===== src/rtl/carryadd_stage.sv =====
// Operand staging FIFO and result capture register around an external
// combinational adder; also keeps a saturating count of carry-out events.
module carryadd_stage #(
  parameter int WIDTH = 8,
  parameter int DEPTH = 2
) (
  input  logic             clk,
  input  logic             rst,
  input  logic             in_valid,
  output logic             in_ready,
  input  logic [WIDTH-1:0] in_a,
  input  logic [WIDTH-1:0] in_b,
  output logic [WIDTH-1:0] add_a,
  output logic [WIDTH-1:0] add_b,
  input  logic [WIDTH-1:0] add_y,
  output logic             out_valid,
  input  logic             out_ready,
  output logic [WIDTH-1:0] out_sum,
  output logic             out_carry,
  output logic [15:0]      ovf_count
);

  localparam int AW = $clog2(DEPTH);
  localparam logic [AW:0] PTR_ONE = (AW + 1)'(1);

  logic [WIDTH-1:0] mem_a [DEPTH];
  logic [WIDTH-1:0] mem_b [DEPTH];
  logic [AW:0]      wr_ptr;
  logic [AW:0]      rd_ptr;
  logic             full;
  logic             empty;
  logic             push;
  logic             load;
  logic             carry_next;

  // Handshake: a transfer happens on a rising edge where valid && ready are
  // both high; valid never depends on ready, and in_ready never depends on
  // out_ready in the same cycle.
  always_comb begin
    empty      = (wr_ptr == rd_ptr);
    full       = (wr_ptr[AW] != rd_ptr[AW]) &&
                 (wr_ptr[AW-1:0] == rd_ptr[AW-1:0]);
    in_ready   = !full;
    push       = in_valid && !full;
    load       = !empty && (!out_valid || out_ready);
    add_a      = empty ? '0 : mem_a[rd_ptr[AW-1:0]];
    add_b      = empty ? '0 : mem_b[rd_ptr[AW-1:0]];
    // A wrapped sum is always smaller than either operand.
    carry_next = (add_y < add_a);
  end

  always_ff @(posedge clk) begin
    if (push) begin
      mem_a[wr_ptr[AW-1:0]] <= in_a;
      mem_b[wr_ptr[AW-1:0]] <= in_b;
    end
  end

  always_ff @(posedge clk or posedge rst) begin
    if (rst) begin
      wr_ptr    <= '0;
      rd_ptr    <= '0;
      out_valid <= 1'b0;
      out_sum   <= '0;
      out_carry <= 1'b0;
      ovf_count <= '0;
    end else begin
      if (push) wr_ptr <= wr_ptr + PTR_ONE;
      if (load) begin
        rd_ptr    <= rd_ptr + PTR_ONE;
        out_sum   <= add_y;
        out_carry <= carry_next;
        out_valid <= 1'b1;
        if (carry_next && (ovf_count != 16'hFFFF)) ovf_count <= ovf_count + 16'd1;
      end else if (out_valid && out_ready) begin
        out_valid <= 1'b0;
      end
    end
  end

endmodule


===== config.mk =====
export PLATFORM = sky130hd
export DESIGN_NAME = carryadd_stage
export DESIGN_NICKNAME = d
export VERILOG_FILES = /design/src/rtl/carryadd_stage.sv
export SDC_FILE = /design/constraint.sdc
export NUM_CORES = 1
export LEC_CHECK = 0
export BUFFER_PORTS_ARGS = -buffer_cell sky130_fd_sc_hd__buf_2
export CAP_MARGIN = 10
export CELL_PAD_IN_SITES_DETAIL_PLACEMENT = 1
export CELL_PAD_IN_SITES_GLOBAL_PLACEMENT = 2
export CORE_ASPECT_RATIO = 0.9
export CORE_UTILIZATION = 35
export CTS_BUF_LIST = sky130_fd_sc_hd__clkbuf_16
export CTS_CLUSTER_SIZE = 14
export DETAILED_ROUTE_END_ITERATION = 8
export GPL_ROUTABILITY_DRIVEN = 1
export PLACE_DENSITY = 0.9
export SETUP_SLACK_MARGIN = 0.5
export SLEW_MARGIN = 20
export SYNTH_ARGS = -nofsm -noshare
export SYNTH_HDL_FRONTEND = slang
export SYNTH_SLANG_ARGS = --single-unit

===== constraint.sdc =====
create_clock -name clk -period 2.9 [get_ports clk]
set_input_delay 0.58 -clock clk [delete_from_list [all_inputs] [get_ports clk]]
set_output_delay 0.58 -clock clk [all_outputs]
set_load 0.1 [all_outputs]

==> results of run 1 <==
worst reg2reg max path: stages, from the launching register on:
cell      delay (ns)
dfrtp_2         0.50
buf_6           0.17
buf_6           0.11
mux2_4          0.20
nand2_4         0.05
ha_4            0.27
nand2_4         0.05
nor3_4          0.30
o211ai_4        0.18
nand4b_4        0.20
buf_6           0.15
nor3_4          0.04
xor2_1          0.18
state kept, by name (all words and copies together) (netlist names):
register	flops
out_sum	8
wr_ptr	2
mem_a	16
ovf_count	16
mem_b	16
out_carry	1
rd_ptr	2
out_valid	1
what timing repair did:
item                                    4_1_cts  5_1_grt
hold buffers                                  0        0
endpoints found under the setup margin       26       28
setup buffers                                24        9
gates cloned                                  1        0
pin swaps                                    28       19
gates resized for setup                      92       35
worst paths after layout:
| path | endpoint | startpoint | cells past startpoint | slack (ns) |
|---|---|---|---|---|
| worst max-delay path | ovf_count[8]$_DFFE_PP0P_ | rd_ptr[0]$_DFFE_PP0P_ | 12 | 0.35 |
| worst min-delay path | out_sum[6]$_DFFE_PP0P_ | rst | 2 | 0.34 |
| worst max register to register | ovf_count[8]$_DFFE_PP0P_ | rd_ptr[0]$_DFFE_PP0P_ | 12 | 0.35 |
| worst min register to register | ovf_count[6]$_DFFE_PP0P_ | ovf_count[6]$_DFFE_PP0P_ | 1 | 0.48 |
| max in group asynchronous | ovf_count[9]$_DFFE_PP0P_ | rst | 3 | 1.88 |
| min in group clk | mem_a[1][1]$_DFFE_PP_ | in_a[1] | 1 | 0.43 |
Yosys cell counts, types with 7 or more instances:
master / n
dfrtp_1: 30
mux2_2: 17
nand2_1: 22
mux2i_1: 8
xor2_1: 13
inv_1: 13
edfxtp_1: 32
ha_1: 8
nor2_1: 18
nand3_1: 7
xnor2_1: 8
per-layer routing:
layer	GRT usage (%)	vias to the layer above	wire (um)
met5	0	-	0
met4	9.89	0	265
met3	6.20	22	403
met2	37.8	67	5200
met1	28.8	1150	3870
li1	-	992	-
logic make-up (layout without fill, tap and decap cells):
kind of cell               Yosys count  count (layout)  share of synthesized area (%)
and+or+nand+nor                     69              70                           13.5
DFF                                 62              62                           60.8
muxes                               25              25                           9.65
xor gates and xnor gates            22              22                           7.11
buffers and inverters               19             138                           2.98
AOI/OAI and AO/OA                   11              11                           2.40
adders and majority gates            8               8                           3.56
layout make-up:
| class | instances | area [um^2] | area share, % |
|---|---|---|---|
| well taps | 96 | 120 | 2.55 |
| repair buffers | 109 | 975 | 20.7 |
| clock inverters | 7 | 96.3 | 2.05 |
| flip-flops and latches | 62 | 1730 | 36.8 |
| clock buffers | 9 | 225 | 4.78 |
| multi-input cells | 136 | 1510 | 32.1 |
| inverters | 13 | 48.8 | 1.04 |
metrics by stage:
| stage | util (%) | instance area, um^2 | worst slack, ns | hold WS, ns |
|---|---|---|---|---|
| floorplan | - | 2920 | 0.506 | 0.530 |
| global placement | 45.6 | 3490 | 0.137 | 0.467 |
| detailed placement | 45.6 | 3490 | 0.0161 | 0.470 |
| CTS | 58.3 | 4470 | 0.458 | 0.377 |
| global route | 61.5 | 4710 | 0.275 | 0.393 |
| finish | 61.5 | 4710 | 0.351 | 0.338 |
==> results by group, run 1 <==
Clocking
  – Later-pin clock latency in the skew report: approximately 0.33 ns
  – Clock Pin Slew Worst Setup and Hold Paths: 0.06 ns
  – Root Driver: clkbuf_16
  – Clk sink count: 62
  – H-tree levels: 3
  – Longest Clk Path Bufs: 2
  – TritonCTS Buffers: 9
  – CTS tree: done

Die
  – Core area: ~7700 um^2
  – Die Area: approximately 8400 um^2
  – IO Count: just over 70
  – Effective utilization at floorplan: between 30% and 40%
  – # rows: 30
  – Die Span Y: between 80 and 90 um
  – Die W: ~97 um

Timing
  – Worst slew margin: 54.9%
  – Setup-failing EPs final: 0
  – Max-slew violations: 0
  – RSZ-0062 raised after global routing: yes
  – Final Cycle Share: 87.9%
  – Worst-margin pin slew: 0.676 ns
  – Clock Skew: approximately 0.009 ns
  – Peak Freq: 392 MHz
  – Final hold vios: 0
  – Tmin final: ~2.5 ns
  – Setup TNS: 0 ns

Yosys
  – Synthesized area: roughly 2800 um^2
  – Synthesized instance count: 216
  – Syn avg cell area: 13.0 um^2
  – Largest cells by area after synthesis: edfxtp_1 34%, dfrtp_1 27%, mux2_2 6.8%, xor2_1 4.0%, ha_1 3.6%
  – Synth Register Bits: 62
  – Main synth FF type: edfxtp_1
  – Post-synth EDFFs: 32
  – Sequential-to-total area share from yosys stat: 60.8%
  – Post-synth ARST share: roughly half
  – Top cell type by total area after synthesis: edfxtp_1
  – Mapped Nets: ~250
  – Synth cell types: 32
  – Yosys top cell area share: about 34%
  – Ys Warns: 0

Global route
  – Vias in the first global route: approximately 2.4k
  – Pin count of the biggest net entering global routing: 19
  – First-pass GRT wire length: between 10000 and 15000 um
  – Initial antenna violation count: 0
  – Global route overflow: 0
  – GRT Resource Usage Total: a little under a quarter

Critical path
  – Critical path, cell by cell: buf_6 > buf_6 > mux2_4 > nand2_4 > ha_4 > nand2_4 > nor3_4 > o211ai_4 > nand4b_4 > buf_6 > nor3_4 > xor2_1
  – Top cell by count, worst path: buf_6
  – Worst path slowest cell: dfrtp_2
  – Startpoint types: flop
  – WP data required: slightly above 3 ns
  – Buf/Inv on CP: 3
  – CP max stage delay: roughly 0.5 ns
  – Largest delay contributor family on the critical path: simple AND/OR/NAND/NOR gates
  – Crit. End Element: flop
  – CP max FO: 6
  – WP data arrival: 2.75 ns
  – Worst Path Class, Setup: flop to flop

Route
  – Via count: between 2k and 2.5k
  – DRT iter0 DRCs: between 70 and 80
  – Drt pass-1 iters: 4
  – ANT nets after route: 0
  – Routed wire length: approximately 9700 um
  – Wire length per cell: 22.5 um
  – DRC: 0
  – DR vias/cell: 5.16

Flow run
  – Max-cap viol count: 0

Final layout
  – # fillers: about 760
  – Nets: ~370
  – Most frequent cells in the layout: 54 x buf_2, 32 x edfxtp_1, 24 x buf_4
  – Leading cell type in the layout, fill and taps excluded: buf_2
  – Number of antenna diodes: 0
  – Area Growth Syn to Fin: 67.3%
  – Fin cells: between 400 and 500
  – Layout cell share with drive strength beyond 1: between 60% and 70%

Placement
  – Port Buffers: 70
  – DP HPWL: between 4000 and 5000 um
  – Placer Congestion: between 0.7 and 0.8
  – Placed Instances: about 380

Status
  – Run status: complete, no violations

Min path
  – Hold Crit Class: input pin to asynchronous set/reset pin
Power of run 1 is not shown: default switching activity piles up to over one toggle a cycle in this logic, so the estimate is an artifact.
==> run 2, diff against run 1 <==
MAX_ROUTING_LAYER = met4   (was not set)
==> run 2 against run 1 <==
  * First-iteration DRC count is 4.2% higher
  * Via count shrank 0.31%
  * Critical path type unchanged
  * Design area about the same
  * Critical path depth is 3 lower
  * Register-to-register slack hardly changed
  * Utilization is essentially flat
  * Clock skew barely moved
  * Non-clock buffer count fell by 2
  * Final cell count decreased by 0.46%
  * Maximum frequency is essentially flat
  * Highest routed layer unchanged
  * Sequential share of layout area about the same
==> results by group, run 2 (synthesized netlist as in run 1, its figures left out) <==
Status
  – Run status: complete, no violations (unchanged)

Global route
  – First-pass GRT wire length: 13700 um (about the same)
  – Pin count of the biggest net entering global routing: 19 (unchanged)
  – Initial antenna violation count: 0 (unchanged)
  – Vias in the first global route: 2384 (was 2379)
  – Global route overflow: 0 (unchanged)
  – GRT Resource Usage Total: 23.8% (was 23.1%)

Critical path
  – Reg2reg setup slack: 0.35 ns (about the same)
  – R2r endpoint: ovf_count[12]$_DFFE_PP0P_ (was ovf_count[8]$_DFFE_PP0P_)
  – Startpoint types: flop (unchanged)
  – Worst R2R Start: rd_ptr[0]$_DFFE_PP0P_ (unchanged)
  – Crit. End Element: flop (unchanged)
  – WP data arrival: 2.76 ns (was 2.75 ns)
  – CP max FO: 6 (unchanged)
  – Worst Path Class, Setup: flop to flop (unchanged)
  – WP data required: 3.11 ns (was 3.10 ns)
  – CP startpoint: rd_ptr[0]$_DFFE_PP0P_ (unchanged)
  – FF-to-FF path depth: 9 (was 12)

Route
  – Routed wire length: 9620 um (was 9740 um)
  – Drt pass-1 iters: 4 (unchanged)
  – DR vias/cell: 5.17 (was 5.16)
  – ANT nets after route: 0 (unchanged)
  – DRC: 0 (unchanged)
  – DRT iter0 DRCs: 75 (was 72)
  – Wire length per cell: 22.4 um (was 22.5 um)
  – Via count: 2224 (was 2231)

Placement
  – Worst slack, placed: 0.0161 ns (unchanged)
  – Placed inst area: 3490 um^2 (unchanged)
  – Port Buffers: 70 (unchanged)
  – Placer Congestion: 0.743 (was 0.734)
  – DP HPWL: 4880 um (unchanged)

Flow run
  – Max-cap viol count: 0 (unchanged)

Clocking
  – Longest Clk Path Bufs: 2 (unchanged)
  – Clk sink count: 62 (unchanged)
  – TritonCTS Buffers: 9 (unchanged)
  – CTS tree: done (unchanged)
  – H-tree levels: 3 (unchanged)
  – Clock Pin Slew Worst Setup and Hold Paths: 0.06 ns (about the same)
  – Root Driver: clkbuf_16 (unchanged)
  – Later-pin clock latency in the skew report: 0.34 ns (was 0.33 ns)

Timing
  – Setup-failing EPs final: 0 (unchanged)
  – Final Cycle Share: 87.9% (about the same)
  – Worst slew margin: 53.8% (was 54.9%)
  – RSZ-0062 raised after global routing: yes (unchanged)
  – Max-slew violations: 0 (unchanged)
  – Final hold vios: 0 (unchanged)
  – Clock Skew: 0.00942 ns (was 0.00908 ns)
  – Tmin final: 2.55 ns (about the same)
  – Setup TNS: 0 ns (unchanged)
  – Peak Freq: 392 MHz (about the same)
  – Final WS setup: 0.352 ns (was 0.351 ns)
  – Worst-margin pin slew: 0.692 ns (was 0.676 ns)

Final layout
  – Number of antenna diodes: 0 (unchanged)
  – Leading cell type in the layout, fill and taps excluded: buf_2 (unchanged)
  – # fillers: 754 (was 758)
  – Area Growth Syn to Fin: 67.2% (was 67.3%)
  – Most frequent cells in the layout: 54 x buf_2, 32 x edfxtp_1, 22 x buf_4 (was 54 x buf_2, 32 x edfxtp_1, 24 x buf_4)
  – Cell area after layout: 4710 um^2 (about the same)
  – Layout cell share with drive strength beyond 1: 65.0% (was 64.9%)
  – Nets: 365 (was 367)

Min path
  – Hold Crit Class: input pin to asynchronous set/reset pin (unchanged)

Die
  – Die W: 96.5 um (unchanged)
  – Die Area: 8400 um^2 (unchanged)
  – # rows: 30 (unchanged)
  – Die Span Y: 87.1 um (unchanged)
  – Effective utilization at floorplan: 36.7% (unchanged)
  – Core area: 7660 um^2 (unchanged)
  – IO Count: 71 (unchanged)
run 2: cell types whose count changed in the layout (fill, tap and decap cells not counted):
cell / change
buf_4: -2
nand2_1: -1
nor2_4: +1
nand2_4: +1
nor2_2: -1
run 2: metal layers:
metal / wire [um] / up-vias / GRT usage [%]
met5: 0 / - / -
met4: 274 / 0 / 8.96
met3: 478 / 28 / 6.28
met2: 5090 / 79 / 38.3
met1: 3770 / 1128 / 28.7
li1: - / 989 / -
run 2: what timing repair did:
action                     4_1_cts  5_1_grt
cloned                           1        0
setup endpoints to repair       26       28
gates resized for setup         92       38
pin swaps                       28       19
setup buffers                   24        7
hold buffers                     0        0
run 2: final cells by class:
type / count / area (um^2) / share of cell area (%)
Tap cell: 96 / 120 / 2.55
Inverter: 13 / 48.8 / 1.04
Multi-Input combinational cell: 136 / 1530 / 32.4
Sequential cell: 62 / 1730 / 36.8
Clock inverter: 7 / 96.3 / 2.05
Clock buffer: 9 / 225 / 4.79
Timing Repair Buffer: 107 / 960 / 20.4
run 2: worst max-delay path by stage:
stage                                      to  slack, ns  cells past startpoint
floorplan            ovf_count[5]$_DFFE_PP0P_       0.51                      8
global placement     ovf_count[1]$_DFFE_PP0P_       0.14                      9
detailed placement   ovf_count[1]$_DFFE_PP0P_       0.02                      9
CTS                                  add_b[7]       0.46                      6
global route        ovf_count[12]$_DFFE_PP0P_       0.29                     10
finish              ovf_count[12]$_DFFE_PP0P_       0.35                      9
run 2: critical path, stage by stage (launching register included):
cell and delay [ns]:
dfrtp_2 0.50, mux2_4 0.33, nand2_2 0.11, ha_4 0.22, a21o_1 0.19, a21oi_2 0.18
buf_4 0.14, nand4_1 0.13, nor3_2 0.28, mux2_4 0.33
run 2: metrics by stage:
step / hold slack, ns / instances / utilization [%]
floorplan: 0.530 / 216 / -
detailed placement: 0.470 / 382 / 45.6
global placement: 0.467 / 382 / 45.6
finish: 0.344 / 430 / 61.5
global route: 0.397 / 430 / 61.5
CTS: 0.377 / 423 / 58.3
Power of run 2 is left out for the same reason.
==> run 3, diff against run 2 <==
ABC_AREA = 1   (was not set)
CORE_UTILIZATION = 32   (was 35)
==> run 3 against run 2 <==
  * Synthesized cell count up 48%
  * Routed wire length down 17%
  * Maximum frequency up 11%
  * Utilization down 18 points
  * Die area up 16%
  * Via count up 11%
  * Design area down 15%
  * Global-route usage down 5.9 points
  * Register-to-register slack better by 0.29 ns
  * Non-clock buffer count down 33
  * Clock skew down 0.0056 ns
  * Largest cell class unchanged
==> results by group, run 3 <==
Flow run
  – Max-cap viol count: 0 (unchanged)

Route
  – DR vias/cell: 4.69 (was 5.17)
  – DRT iter0 DRCs: 83 (was 75)
  – Wire length per cell: 15.1 um (was 22.4 um)
  – Via count: 2472 (was 2224)
  – Drt pass-1 iters: 4 (unchanged)
  – Routed wire length: 7960 um (was 9620 um)
  – ANT nets after route: 0 (unchanged)
  – DRC: 0 (unchanged)

Critical path
  – WP data required: 2.32 ns (was 3.11 ns)
  – Critical path, cell by cell: inv_4 > nand2_4 > nand2_4 > nand2_8 > nand2_1 > inv_1 > buf_2 (was mux2_4 > nand2_2 > ha_4 > a21o_1 > a21oi_2 > buf_4 > nand4_1 > nor3_2 > mux2_4)
  – WP data arrival: 1.71 ns (was 2.76 ns)
  – Top cell by count, worst path: nand2_4 (was mux2_4)
  – Worst Path Class, Setup: flop to output port (was flop to flop)
  – CP max stage delay: 0.42 ns (was 0.50 ns)
  – Startpoint types: flop (unchanged)
  – Crit. End Element: output port (was flop)
  – Worst path slowest cell: buf_2 (was dfrtp_2)
  – CP max FO: 18 (was 6)

Placement
  – DP HPWL: 5690 um (was 4880 um)
  – Placer Congestion: 0.792 (was 0.743)
  – Worst slack, placed: 0.546 ns (was 0.0161 ns)
  – Port Buffers: 70 (unchanged)

Timing
  – Worst slew margin: 40.1% (was 53.8%)
  – Worst-margin pin slew: 0.898 ns (was 0.692 ns)
  – RSZ-0062 raised after global routing: no (was yes)
  – Final WS setup: 0.607 ns (was 0.352 ns)
  – Final hold vios: 0 (unchanged)
  – Setup-failing EPs final: 0 (unchanged)
  – Peak Freq: 436 MHz (was 392 MHz)
  – Clock Skew: 0.00379 ns (was 0.00942 ns)
  – Final Cycle Share: 79.1% (was 87.9%)
  – Tmin final: 2.29 ns (was 2.55 ns)
  – Setup TNS: 0 ns (unchanged)
  – Max-slew violations: 0 (unchanged)

Final layout
  – # fillers: 1062 (was 754)
  – Layout cell share with drive strength beyond 1: 29.0% (was 65.0%)
  – Leading cell type in the layout, fill and taps excluded: nand2_1 (was buf_2)
  – Most frequent cells in the layout: 127 x nand2_1, 58 x buf_2, 32 x edfxtp_1 (was 54 x buf_2, 32 x edfxtp_1, 22 x buf_4)
  – Nets: 434 (was 365)
  – Area Growth Syn to Fin: 33.1% (was 67.2%)

Clocking
  – Clock Pin Slew Worst Setup and Hold Paths: 0.05 ns (was 0.06 ns)
  – Later-pin clock latency in the skew report: 0.33 ns (was 0.34 ns)
  – Longest Clk Path Bufs: 2 (unchanged)
  – H-tree levels: 3 (unchanged)
  – CTS tree: done (unchanged)
  – Root Driver: clkbuf_16 (unchanged)
  – Post-CTS Setup Bufs: 0 (was 24)
  – TritonCTS Buffers: 9 (unchanged)
  – Clk sink count: 62 (unchanged)

Yosys
  – Sequential-to-total area share from yosys stat: 57.0% (was 60.8%)
  – Synthesized area: 3010 um^2 (was 2810 um^2)
  – Mapped Nets: 356 (was 252)
  – Synthesized instance count: 320 (was 216)
  – Synth cell types: 25 (was 32)
  – Top cells by count, synth: 128 x nand2_1, 32 x edfxtp_1, 30 x dfrtp_1, 27 x inv_1, 17 x nand4_1 (was 32 x edfxtp_1, 30 x dfrtp_1, 22 x nand2_1, 18 x nor2_1, 17 x mux2_2)
  – Yosys top cell area share: 32.0% (was 34.1%)
  – Post-synth ARST share: 48.4% (unchanged)
  – Syn avg cell area: 9.39 um^2 (was 13.0 um^2)
  – Synth Register Bits: 62 (unchanged)
  – Most common cell in the netlist: nand2_1 (was edfxtp_1)
  – Top cell type by total area after synthesis: edfxtp_1 (unchanged)
  – Largest cells by area after synthesis: edfxtp_1 32%, dfrtp_1 25%, nand2_1 16%, xor2_1 3.8%, nand4_1 3.5% (was edfxtp_1 34%, dfrtp_1 27%, mux2_2 6.8%, xor2_1 4.0%, ha_1 3.6%)
  – Post-synth EDFFs: 32 (unchanged)
  – Main synth FF type: edfxtp_1 (unchanged)
  – Ys Warns: 0 (unchanged)

Status
  – Run status: complete, no violations (unchanged)

Global route
  – Pin count of the biggest net entering global routing: 31 (was 19)
  – GRT Resource Usage Total: 17.9% (was 23.8%)
  – First-pass GRT wire length: 13200 um (was 13700 um)
  – Initial antenna violation count: 2 (was 0)
  – Vias in the first global route: 2589 (was 2384)
  – Global route overflow: 0 (unchanged)

Min path
  – Hold Crit Class: input pin to asynchronous set/reset pin (unchanged)

Die
  – Core area: 9130 um^2 (was 7660 um^2)
  – Effective utilization at floorplan: 32.9% (was 36.7%)
  – Die Span Y: 93.9 um (was 87.1 um)
  – IO Count: 71 (unchanged)
  – Die W: 104 um (was 96.5 um)
  – # rows: 33 (was 30)
  – Die Area: 9780 um^2 (was 8400 um^2)
## run 3: path summary, 6_finish.rpt
check | startpoint | to | slack (ns) | depth (start not counted)
min in group clk | in_b[4] | mem_b[0][4]$_DFFE_PP_ | 0.44 | 1
worst min-delay path | rst | ovf_count[9]$_DFFE_PP0P_ | 0.32 | 3
worst max-delay path | rd_ptr[0]$_DFFE_PP0P_ | add_a[4] | 0.61 | 7
worst max register to register | rd_ptr[0]$_DFFE_PP0P_ | ovf_count[10]$_DFFE_PP0P_ | 0.64 | 12
worst min register to register | out_sum[2]$_DFFE_PP0P_ | out_sum[2]$_DFFE_PP0P_ | 0.48 | 2
max in group asynchronous | rst | rd_ptr[0]$_DFFE_PP0P_ | 2.26 | 3
## run 3: timing repair
action | in CTS | in global routing
hold buffers | 0 | 0
gates resized for setup | 2 | 10
gates cloned | 0 | 1
setup endpoints to repair | 9 | 23
pin swaps | 0 | 2
## run 3: cells by family after synthesis
group                      after synthesis  share of synthesized area [%]
buffers and inverters                   37                           5.29
DFF                                     62                           57.0
and+or+nand+nor                        182                           27.3
AOI/OAI and AO/OA                       15                           2.50
xor gates and xnor gates                16                           4.66
adders and majority gates                8                           3.33
## run 3: critical path, delay by kind of cell (launching register included)
kind / cells / cell delay [ns]
buf+inv: 3 / 0.60
flops: 1 / 0.41
simple gates: 4 / 0.37
## run 3: area by class of cell
type	instances	area (um^2)	share of cell area, %
Sequential cell	62	1710	42.8
Multi-Input combinational cell	222	1210	30.2
Timing Repair Buffer	74	531	13.3
Clock buffer	9	225	5.63
Tap cell	122	153	3.82
Inverter	29	116	2.91
Clock inverter	7	50.0	1.25
Antenna cell	2	5.00	0.125
## run 3: per-stage QoR
stage               util, %  std cells  cell area, um^2  hold slack, ns
floorplan                 -        320             3050           0.463
global placement       40.2        508             3670           0.457
detailed placement     40.2        508             3670           0.465
CTS                    43.3        524             3950           0.341
global route           43.8        527             4000           0.365
finish                 43.8        527             4000           0.323
## run 3: layer usage
layer,vias to the layer above,share of wire (%),track usage [%]
met4,0,0.99,5.00
met2,48,50,29.6
met5,-,0,-
met1,1210,45,22.1
li1,1208,-,-
met3,6,4.2,4.44
Power of run 3 is left out for the same reason.
